===== config.mk =====
export PLATFORM = sky130hd
export DESIGN_NAME = umi_memtest_host_flat
export DESIGN_NICKNAME = d
export VERILOG_FILES = /design/src/rtl/umi_memtest_host_if.sv /design/src/rtl/umi_memtest_host.sv /design/src/flat_wrapper.sv
export SDC_FILE = /design/constraint.sdc
export NUM_CORES = 1
export LEC_CHECK = 0
export ABC_AREA = 1
export CORE_AREA = 2 2 411 413
export CTS_CLUSTER_DIAMETER = 60
export DETAILED_ROUTE_END_ITERATION = 6
export DIE_AREA = 0 0 413 415
export SYNTH_ARGS = -nofsm -noshare
export SYNTH_HDL_FRONTEND = slang
export SYNTH_SLANG_ARGS = --single-unit

===== constraint.sdc =====
create_clock -name clk -period 3.9 [get_ports clk]
set_clock_uncertainty 0.15 [all_clocks]
set_input_delay 1.17 -clock clk [delete_from_list [all_inputs] [get_ports clk]]
set_output_delay 1.17 -clock clk [all_outputs]
set_load 0.05 [all_outputs]

===== src/rtl/umi_memtest_host_if.sv =====
// UMI host port bundle used by umi_memtest_host.
// master: the initiator side (drives requests, accepts responses).
// slave:  the device side (accepts requests, drives responses).
interface umi_memtest_host_if #(
    parameter int DW = 256,
    parameter int AW = 64,
    parameter int CW = 32
) ();
    logic          req_valid;
    logic [CW-1:0] req_cmd;
    logic [AW-1:0] req_dstaddr;
    logic [AW-1:0] req_srcaddr;
    logic [DW-1:0] req_data;
    logic          req_ready;
    logic          resp_valid;
    logic [CW-1:0] resp_cmd;
    logic [AW-1:0] resp_dstaddr;
    logic [AW-1:0] resp_srcaddr;
    logic [DW-1:0] resp_data;
    logic          resp_ready;

    modport master (
        output req_valid, req_cmd, req_dstaddr, req_srcaddr, req_data, resp_ready,
        input  req_ready, resp_valid, resp_cmd, resp_dstaddr, resp_srcaddr, resp_data
    );

    modport slave (
        input  req_valid, req_cmd, req_dstaddr, req_srcaddr, req_data, resp_ready,
        output req_ready, resp_valid, resp_cmd, resp_dstaddr, resp_srcaddr, resp_data
    );
endinterface


===== src/rtl/umi_memtest_host.sv =====
// UMI memory test initiator: writes a seeded 64-bit pattern to count words
// starting at base_addr, reads them back in order and checks every response.
// Optional macro UMI_MEMTEST_POSTED_EN: writes go out as posted requests that
// expect no response; any response during the write phase is an error.
module umi_memtest_host #(
    parameter int DW     = 256,
    parameter int AW     = 64,
    parameter int CW     = 32,
    parameter int CNTW   = 16,
    parameter int MAXOUT = 4
) (
    input  logic                clk,
    input  logic                nreset,
    input  logic                go,
    input  logic [AW-1:0]       base_addr,
    input  logic [CNTW-1:0]     count,
    input  logic [63:0]         seed,
    input  logic [AW-1:0]       host_addr,
    output logic                busy,
    output logic                done,
    output logic                fail,
    output logic [CNTW-1:0]     errcount,
    umi_memtest_host_if.master  uhost
);
    localparam logic [2:0] S_IDLE   = 3'd0;
    localparam logic [2:0] S_WRITE  = 3'd1;
    localparam logic [2:0] S_WDRAIN = 3'd2;
    localparam logic [2:0] S_READ   = 3'd3;
    localparam logic [2:0] S_RDRAIN = 3'd4;
    localparam logic [2:0] S_DONE   = 3'd5;

    localparam logic [4:0] REQ_READ   = 5'h01;
    localparam logic [4:0] REQ_WRITE  = 5'h03;
    localparam logic [4:0] REQ_POSTED = 5'h05;
    localparam logic [4:0] RESP_READ  = 5'h02;
    localparam logic [4:0] RESP_WRITE = 5'h04;

`ifdef UMI_MEMTEST_POSTED_EN
    localparam logic [4:0] WR_OPC     = REQ_POSTED;
    localparam logic       WR_COUNTED = 1'b0;
`else
    localparam logic [4:0] WR_OPC     = REQ_WRITE;
    localparam logic       WR_COUNTED = 1'b1;
`endif

    // Outstanding counter width: MAXOUT is at most 15.
    localparam int OW = 4;

    logic [2:0]      state_reg, state_next;
    logic [CNTW-1:0] idx_reg, rcv_reg, cnt_reg, err_reg;
    logic [AW-1:0]   base_reg;
    logic [63:0]     seed_reg;
    logic [OW-1:0]   out_reg;
    logic            fail_reg, done_reg;

    logic            wr_phase, rd_phase, req_phase;
    logic            req_fire, resp_fire, req_last;
    logic            out_inc, out_dec, resp_err;
    logic [4:0]      req_opc, resp_opc;
    logic            unused_bits;

    // Word i carries seed ^ {~i, i} with i zero-extended to 32 bits.
    function automatic logic [63:0] pattern(input logic [63:0] s, input logic [CNTW-1:0] i);
        logic [31:0] i32;
        i32 = 32'(i);
        return s ^ {~i32, i32};
    endfunction

    assign wr_phase  = (state_reg == S_WRITE) || (state_reg == S_WDRAIN);
    assign rd_phase  = (state_reg == S_READ)  || (state_reg == S_RDRAIN);
    assign req_phase = (state_reg == S_WRITE) || (state_reg == S_READ);
    assign req_opc   = (state_reg == S_READ) ? REQ_READ : WR_OPC;
    assign resp_opc  = uhost.resp_cmd[4:0];

    // Valid can only fall by being accepted: while a request waits, the
    // outstanding count never rises, so the MAXOUT gate cannot drop it.
    assign uhost.req_valid   = req_phase && (out_reg != OW'(MAXOUT));
    assign uhost.req_cmd     = req_phase ? CW'({1'b1, 6'b0, 8'h00, 3'd3, req_opc}) : '0;
    assign uhost.req_dstaddr = req_phase ? base_reg + AW'({idx_reg, 3'b000}) : '0;
    assign uhost.req_srcaddr = req_phase ? host_addr : '0;
    assign uhost.req_data    = req_phase ? DW'(pattern(seed_reg, idx_reg)) : '0;
    assign uhost.resp_ready  = (state_reg != S_IDLE);

    assign req_fire  = uhost.req_valid && uhost.req_ready;
    assign resp_fire = uhost.resp_valid && uhost.resp_ready;
    assign req_last  = (idx_reg == cnt_reg - CNTW'(1));
    assign out_inc   = req_fire && ((state_reg == S_READ) || WR_COUNTED);
    assign out_dec   = resp_fire && (out_reg != '0);

    assign busy     = (state_reg != S_IDLE);
    assign done     = done_reg;
    assign fail     = fail_reg;
    assign errcount = err_reg;

    // Response fields that carry no information for this checker.
    assign unused_bits = ^{uhost.resp_dstaddr, uhost.resp_srcaddr,
                           uhost.resp_cmd[CW-1:5], uhost.resp_data[DW-1:64]};

    // Classify an accepted response as good or bad for the current phase.
    always_comb begin
        resp_err = 1'b0;
        if (wr_phase) begin
`ifdef UMI_MEMTEST_POSTED_EN
            resp_err = 1'b1;
`else
            resp_err = (resp_opc != RESP_WRITE);
`endif
        end else if (rd_phase) begin
            resp_err = (resp_opc != RESP_READ) ||
                       (uhost.resp_data[63:0] != pattern(seed_reg, rcv_reg));
        end
    end

    // Next-state logic for the write/drain/read/drain sequence.
    always_comb begin
        state_next = state_reg;
        case (state_reg)
            S_IDLE:   if (go) state_next = (count == '0) ? S_DONE : S_WRITE;
            S_WRITE:  if (req_fire && req_last) state_next = S_WDRAIN;
            S_WDRAIN: if (out_reg == '0) state_next = S_READ;
            S_READ:   if (req_fire && req_last) state_next = S_RDRAIN;
            S_RDRAIN: if (rcv_reg == cnt_reg) state_next = S_DONE;
            S_DONE:   state_next = S_IDLE;
            default:  state_next = S_IDLE;
        endcase
    end

    // State register and the registered completion pulse.
    always_ff @(posedge clk or negedge nreset) begin
        if (!nreset) begin
            state_reg <= S_IDLE;
            done_reg  <= 1'b0;
        end else begin
            state_reg <= state_next;
            done_reg  <= (state_reg == S_DONE);
        end
    end

    // Test configuration latched on an accepted go.
    always_ff @(posedge clk or negedge nreset) begin
        if (!nreset) begin
            base_reg <= '0;
            cnt_reg  <= '0;
            seed_reg <= '0;
        end else if ((state_reg == S_IDLE) && go) begin
            base_reg <= base_addr;
            cnt_reg  <= count;
            seed_reg <= seed;
        end
    end

    // Request index (advances per accept) and response index (per read response).
    always_ff @(posedge clk or negedge nreset) begin
        if (!nreset) begin
            idx_reg <= '0;
            rcv_reg <= '0;
        end else if ((state_reg == S_IDLE) && go) begin
            idx_reg <= '0;
            rcv_reg <= '0;
        end else begin
            if (state_reg == S_WDRAIN)
                idx_reg <= '0;
            else if (req_fire)
                idx_reg <= idx_reg + CNTW'(1);
            if (resp_fire && rd_phase)
                rcv_reg <= rcv_reg + CNTW'(1);
        end
    end

    // Requests in flight without a response.
    always_ff @(posedge clk or negedge nreset) begin
        if (!nreset)
            out_reg <= '0;
        else if (out_inc && !out_dec)
            out_reg <= out_reg + OW'(1);
        else if (!out_inc && out_dec)
            out_reg <= out_reg - OW'(1);
    end

    // Sticky fail flag and saturating error count.
    always_ff @(posedge clk or negedge nreset) begin
        if (!nreset) begin
            fail_reg <= 1'b0;
            err_reg  <= '0;
        end else if ((state_reg == S_IDLE) && go) begin
            fail_reg <= 1'b0;
            err_reg  <= '0;
        end else if (resp_fire && resp_err) begin
            fail_reg <= 1'b1;
            if (err_reg != '1)
                err_reg <= err_reg + CNTW'(1);
        end
    end
endmodule


===== src/flat_wrapper.sv =====
// flat-port wrapper written by rule: the top's interface ports become plain ports
module umi_memtest_host_flat 
#(
    parameter int DW     = 256,
    parameter int AW     = 64,
    parameter int CW     = 32,
    parameter int CNTW   = 16,
    parameter int MAXOUT = 4
)
  (clk, nreset, go, base_addr, count, seed, host_addr, busy, done, fail, errcount, uhost_req_valid, uhost_req_cmd, uhost_req_dstaddr, uhost_req_srcaddr, uhost_req_data, uhost_resp_ready, uhost_req_ready, uhost_resp_valid, uhost_resp_cmd, uhost_resp_dstaddr, uhost_resp_srcaddr, uhost_resp_data);
  umi_memtest_host_if #(.DW(DW), .AW(AW), .CW(CW)) uhost_i ();
  input  logic clk;
  input  logic nreset;
  input  logic go;
  input  logic [AW-1:0] base_addr;
  input  logic [CNTW-1:0] count;
  input  logic [63:0] seed;
  input  logic [AW-1:0] host_addr;
  output logic busy;
  output logic done;
  output logic fail;
  output logic [CNTW-1:0] errcount;
  output wire logic [$bits(uhost_i.req_valid)-1:0] uhost_req_valid;
  output wire logic [$bits(uhost_i.req_cmd)-1:0] uhost_req_cmd;
  output wire logic [$bits(uhost_i.req_dstaddr)-1:0] uhost_req_dstaddr;
  output wire logic [$bits(uhost_i.req_srcaddr)-1:0] uhost_req_srcaddr;
  output wire logic [$bits(uhost_i.req_data)-1:0] uhost_req_data;
  output wire logic [$bits(uhost_i.resp_ready)-1:0] uhost_resp_ready;
  input wire logic [$bits(uhost_i.req_ready)-1:0] uhost_req_ready;
  input wire logic [$bits(uhost_i.resp_valid)-1:0] uhost_resp_valid;
  input wire logic [$bits(uhost_i.resp_cmd)-1:0] uhost_resp_cmd;
  input wire logic [$bits(uhost_i.resp_dstaddr)-1:0] uhost_resp_dstaddr;
  input wire logic [$bits(uhost_i.resp_srcaddr)-1:0] uhost_resp_srcaddr;
  input wire logic [$bits(uhost_i.resp_data)-1:0] uhost_resp_data;
  assign uhost_req_valid = uhost_i.req_valid;
  assign uhost_req_cmd = uhost_i.req_cmd;
  assign uhost_req_dstaddr = uhost_i.req_dstaddr;
  assign uhost_req_srcaddr = uhost_i.req_srcaddr;
  assign uhost_req_data = uhost_i.req_data;
  assign uhost_resp_ready = uhost_i.resp_ready;
  assign uhost_i.req_ready = uhost_req_ready;
  assign uhost_i.resp_valid = uhost_resp_valid;
  assign uhost_i.resp_cmd = uhost_resp_cmd;
  assign uhost_i.resp_dstaddr = uhost_resp_dstaddr;
  assign uhost_i.resp_srcaddr = uhost_resp_srcaddr;
  assign uhost_i.resp_data = uhost_resp_data;
  umi_memtest_host #(.DW(DW), .AW(AW), .CW(CW), .CNTW(CNTW), .MAXOUT(MAXOUT)) u_core (.clk(clk), .nreset(nreset), .go(go), .base_addr(base_addr), .count(count), .seed(seed), .host_addr(host_addr), .busy(busy), .done(done), .fail(fail), .errcount(errcount), .uhost(uhost_i));
endmodule

==> results of run 1 <==
cells by family (layout without fill, tap and decap cells):
family,Yosys count,count (layout)
compound gates,357,357
xor+xnor,84,84
fa+ha+maj,25,25
buf+inv,625,1105
flops,201,201
other cells,1,221
simple gates,1184,1184
what timing repair did:
item | 4_1_cts | 5_1_grt
gates cloned | 0 | 1
gates resized for setup | 328 | 122
setup endpoints to repair | 97 | 74
setup buffers | 38 | 16
pin swaps | 87 | 57
cell type report:
cell class,count,area (um^2)
diodes,2,5.00
clock buffers,48,1070
clock inverters,28,363
fillers,18700,137000
inverters,327,1240
multi-input cells,1869,10300
flip-flops and latches,201,5040
well taps,2204,2760
repair buffers,702,8480
path summary, 6_finish.rpt:
path,endpoint,cells after the start
setup / recovery,uhost_req_dstaddr[35],11
hold / removal,u_core.rcv_reg[8],1
setup reg to reg,u_core.out_reg[3],15
hold reg to reg,u_core.out_reg[3],1
max in group asynchronous,u_core.seed_reg[24],2
min in group clk,u_core.out_reg[3],1
worst max-delay path, stage by stage (launching register included):
cell and delay, ps:
dfrtp_1 410, buf_12 150, ha_4 310, a21oi_1 90
o21ai_1 340, a21oi_4 110, a21oi_4 260, nand3b_4 140
buf_4 180, a21oi_2 200, buf_4 150, buf_12 120
power by group through the flow:
stage               clock (mW)  combinational [mW]  sequential (mW)
finish                    3.85                15.3             4.19
global route              4.06                16.3             4.32
CTS                       4.00                15.1             4.19
detailed placement           0                14.5             4.14
global placement             0                14.4             4.11
floorplan                    0                7.79             3.90
cells in the final DEF, fill, tap and decap left out, types with 6 or more instances in the layout:
master,count
nand3_4,8
ha_4,16
o21ai_1,11
dlygate4sd2_1,10
xor2_1,56
ha_1,7
o21ai_2,20
nor3_2,10
bufinv_16,6
inv_6,9
a21oi_4,18
a31oi_1,6
dfrtp_2,11
clkdlybuf4s50_1,311
nor2_1,247
buf_12,175
nand2_2,20
buf_4,159
nor4_1,16
nor2_4,15
nand2_1,619
nor2_2,25
nand2_4,24
conb_1,219
nand3b_1,12
clkbuf_16,43
inv_2,19
o21ai_4,20
a21oi_2,33
xnor2_1,20
dfrtp_1,190
o21ai_0,159
inv_1,304
nand4_1,36
buf_6,41
o21a_1,8
nand3_1,85
nor3_1,46
a21oi_1,60
metal layers:
metal	GRT usage, %	vias to the layer above	routed length (um)
li1	-	8703	-
met1	12.9	8433	39600
met2	16.5	741	41800
met3	2.61	150	6580
met4	3.45	6	3380
met5	0	-	41
==> flow_summary.toml, run 1 <==
[placement]
pre_cts_ws_ps = -493
dp_hpwl_um = 74900
io_buffers = 499
dp.cells = 5284
gp_congestion = 0.934
placed_cell_area_um2 = 25900

[logic_synthesis]
ys_ff_latch = 201
synthTopCellsByArea = "dfrtp_1 31%, nand2_1 15%, buf_4 11%, inv_1 7.4%, nor2_1 6.5%"
synth_edf_count = 0
yosysTopAreaCellShare_pct = 31.1
synth.distinct_cells = 44
synthCells = 2477
yosys-top-cells-count = "657 x nand2_1, 320 x inv_1, 281 x nor2_1"
yosysSeqAreaShare_pct = 31.1
async_flop_share_pct = 100
yosys.area_share.simple_pct = 30.5
synth_compound_area_share_pct = 11.6
synth_top_family_by_area = "simple AND/OR/NAND/NOR gates"
postSynthAreaPerCell_um2 = 6.52
synth_fa_ha_area_share_pct = 2.03
synth.most_common_cell = "nand2_1"
synthMuxAreaShare_pct = 0
yosysWarnings = 0
synthFlopType = "dfrtp_1"
synth_top_cell_by_area = "dfrtp_1"
synth-xor-area-share_pct = 4.55
syn_area_um2 = 16200

[critical_path]
cp-end-kind = "output port"
crit_type = "register to output port"
reg2reg_slack_ps = 830
crit-reg2reg-launch = "u_core.state_reg[2]"
crit_start = "u_core.idx_reg[13]"
cp_data_required_time_ps = 2580
crit_path_start_kind = "register"
crit_arrival_ps = 3060
crit_fanout = 4

[sta]
hold_viol_final = 0
max_freq_mhz = 228
period_share_pct = 112
drv_slew = 0
holdWs_ps = 342
rsz0062_at_grt = "yes"
setup-tns-final_ps = -17930
setup_viol = 54
period_needed_ps = 4380
finalWorstSetupSlack_ps = -478
worst_pin_slew_ps = 827
slew_headroom_pct = 44.7

[power_and_ir_drop]
comb_power_share_pct = 65.5
pwr_density_cell_nw_per_um2 = 796
p_clk_share_pct = 16.5
switching_power_mw = 12.1
p_leak_nw = 12.8
power.total_mw = 23.3
intPower_mw = 11.2
swShare_pct = 52.1
p_seq_share_pct = 18.0
ir_worst_vdd_mv = 0.618

[grt]
grt_pass1_vias = 17700
grt_pass1_wl_um = 126000
grt_antenna_before_repair = 21
grt_overflow_total = 0
grt_max_degree = 71
grt_usage_pct = 10.1

[die]
ios = 1066
die_h_um = 415
core_area_um2 = 167000
die_x_um = 413
num_rows = 150
start_util_pct = 9.69
die-area_um2 = 171000

[clock_network]
cts_inserted_buffers = 41
h-tree-depth = 2
clk_latency_ps = 600
clock_path_buffers = 3
path_clk_slew_ps = 60
cts_tree = "built"
clock-root-buffer = "clkbuf_16"
cts_sinks = 201
cts_hold_repair.buffers = 0

[final_layout]
fin_area_um2 = 29300
final_util_pct = 17.6
area_growth_syn_to_layout_pct = 81.2
drive_gt1_share_pct = 23.0
final_cell_count_no_fill = 5381
final_nets = 3796

[route]
vias = 18000
viasPerCell = 3.35
first_iter_violations = 1086
wire_per_inst_um = 17.0
drc = 0
wirelength_um = 91400
final_antenna_net_count = 0
drtPass1Iterations = 5

[run_status]
status = "finished, violations left"
failed_checks = "negative setup slack"

[job]
maxCapViolCount = 0

[worst_hold_path]
hp-class = "input port to async pin"
Note: power is estimated with default switching activity, not from simulation.
==> run 2: changes to the inputs <==
--- a/config.mk
+++ b/config.mk
@@ -6,10 +6,13 @@
 export NUM_CORES = 1
 export LEC_CHECK = 0
 export ABC_AREA = 1
-export CORE_AREA = 2 2 411 413
+export CELL_PAD_IN_SITES_DETAIL_PLACEMENT = 2
+export CELL_PAD_IN_SITES_GLOBAL_PLACEMENT = 2
+export CORE_AREA = 2 2 418 420
 export CTS_CLUSTER_DIAMETER = 60
 export DETAILED_ROUTE_END_ITERATION = 6
-export DIE_AREA = 0 0 413 415
+export DIE_AREA = 0 0 420 422
+export PLACE_DENSITY = 0.47
 export SYNTH_ARGS = -nofsm -noshare
 export SYNTH_HDL_FRONTEND = slang
 export SYNTH_SLANG_ARGS = --single-unit
==> run 2 against run 1 <==
Compared with the run above:
- the flow still finishes with violations (negative setup slack)
- cell area is 3.1% higher
- first-iteration DRC count is 40% lower
- die area is 3.4% higher
- setup slack worse by 24 ps
- critical endpoint is now uhost_req_dstaddr[49]
==> flow_summary.toml, run 2 (synthesized netlist as in run 1, its figures left out) <==
[sta]
period_needed_ps = 4400
worst_pin_slew_ps = 713
slew_headroom_pct = 52.5
holdWs_ps = 341
finalWorstSetupSlack_ps = -501
max_freq_mhz = 227
setup_viol = 53
rsz0062_at_grt = "yes"
drv_slew = 0
period_share_pct = 113
hold_viol_final = 0

[placement]
gp_congestion = 0.754
io_buffers = 499
pre_cts_ws_ps = -320
dp_hpwl_um = 79700

[critical_path]
cp_data_required_time_ps = 2580
crit_path_start_kind = "register"
ff2ff_path_depth = 11
crit-reg2reg-launch = "u_core.state_reg[2]"
crit_buf_inv = 3
slowest_delay_ps = 460
reg2reg_to = "u_core.rcv_reg[11]"
crit_arrival_ps = 3080
path_delay_family = "simple AND/OR/NAND/NOR gates"
slowest_stage = "dfrtp_2"
cp-end-kind = "output port"
crit_type = "register to output port"
crit_fanout = 4
crit_path_cell_trace = "ha_4, nand2_4, nor2_4, inv_2, nor3_4, nand2_4, nand2_8, nand3_4, buf_6, nor3_4, nand3_2, o21ai_2, nor2_4, buf_12"
reg2reg_slack_ps = 990

[route]
vias = 18200
first_iter_violations = 648
final_antenna_net_count = 0
drc = 0
viasPerCell = 3.28
wire_per_inst_um = 17.7
drtPass1Iterations = 4
wirelength_um = 98300

[power_and_ir_drop]
pwr_density_cell_nw_per_um2 = 802
ir_worst_vdd_mv = 0.387
p_leak_nw = 13.2
power.total_mw = 24.2

[worst_hold_path]
holdPathEnd = "u_core.out_reg[3]"
hp-start = "u_core.out_reg[3]"
whs_path_depth = 1
hp-class = "register to register"

[die]
core_area_um2 = 173000
ios = 1066
die_h_um = 422
die-area_um2 = 177000
num_rows = 153
start_util_pct = 9.35
die_x_um = 420

[final_layout]
drive_gt1_share_pct = 24.4
nFillCells = 20200
final_nets = 3819
layout_common_cells = "613 x nand2_1, 301 x inv_1, 300 x clkdlybuf4s50_1, 238 x nor2_1, 219 x conb_1"
area_growth_syn_to_layout_pct = 86.7
final_common_cell = "nand2_1"

[job]
maxCapViolCount = 0

[grt]
grt_pass1_wl_um = 139000
grt_usage_pct = 10.7
grt_max_degree = 81
grt_antenna_before_repair = 29
grt_overflow_total = 0
grt_pass1_vias = 19700

[clock_network]
h-tree-depth = 2
cts_inserted_buffers = 55
path_clk_slew_ps = 50
cts_hold_repair.buffers = 0
clk_latency_ps = 640
clock-root-buffer = "clkbuf_16"
cts_sinks = 201
cts_tree = "built"
clock_path_buffers = 3

[run_status]
failed_checks = "negative setup slack"
status = "finished, violations left"
==> run 2: where the power goes <==
| part | switching (mW) | internal (mW) | total (mW) | leakage [nW] |
|---|---|---|---|---|
| registers | 1.06 | 2.98 | 4.04 | 2.52 |
| logic | 9.53 | 5.65 | 15.2 | 9.74 |
| clock network | 1.63 | 3.34 | 4.97 | 0.948 |
| total | 12.2 | 12.0 | 24.2 | 13.2 |
==> run 2: worst max path at each step <==
| stage | slack, ps | to | cells past startpoint | startpoint |
|---|---|---|---|---|
| global placement | -310 | uhost_req_dstaddr[27] | 9 | u_core.idx_reg[13] |
| global route | -710 | uhost_req_dstaddr[49] | 14 | u_core.idx_reg[14] |
| detailed placement | -320 | uhost_req_dstaddr[27] | 9 | u_core.idx_reg[13] |
| CTS | -620 | uhost_req_dstaddr[23] | 14 | u_core.idx_reg[0] |
| floorplan | 40 | uhost_req_dstaddr[28] | 11 | u_core.idx_reg[1] |
| finish | -500 | uhost_req_dstaddr[49] | 14 | u_core.idx_reg[12] |
==> run 2: final cells by class <==
cell class | count | area (um^2) | area share [%]
Clock buffer | 69 | 1530 | 5.07
Antenna cell | 17 | 42.5 | 0.141
Tap cell | 2325 | 2910 | 9.64
Timing Repair Buffer | 711 | 8490 | 28.1
Clock inverter | 34 | 443 | 1.47
Sequential cell | 201 | 5060 | 16.8
Inverter | 327 | 1240 | 4.11
Multi-Input combinational cell | 1869 | 10500 | 34.7
==> run 2: per-layer routing <==
| layer | part of all wire [%] | up-vias | GRT usage (%) |
|---|---|---|---|
| met5 | 0.053 | - | 0 |
| met3 | 4.4 | 110 | 1.94 |
| met1 | 39 | 8890 | 12.0 |
| li1 | - | 8771 | - |
| met2 | 55 | 425 | 20.7 |
| met4 | 2.1 | 8 | 2.43 |
==> run 2: worst reg2reg max path: stages (launching register included) <==
cell	delay (ps)
dfrtp_1	390
inv_1	140
nand2_4	90
buf_4	250
o21ai_2	230
nand2_1	300
inv_1	230
nand3_1	160
nor2_2	210
nand4_1	310
a21oi_1	250
o21a_1	130
==> run 2: stage by stage <==
step	TNS [ps]	cell area (um^2)	utilization (%)	cells
after floorplan	0	17000	-	2695
after global placement	-3590	25800	14.9	5393
after detailed placement	-4230	25800	14.9	5393
after CTS	-25140	29200	16.9	5521
after global routing	-27490	30100	17.4	5540
final	-18650	30200	17.5	5553
==> run 2: repair_timing <==
action	4_1_cts	5_1_grt
endpoints found under the hold margin	0	0
endpoints found under the setup margin	74	76
gates resized for setup	320	198
buffers inserted	33	28
pin swaps	66	91
gates cloned	0	0
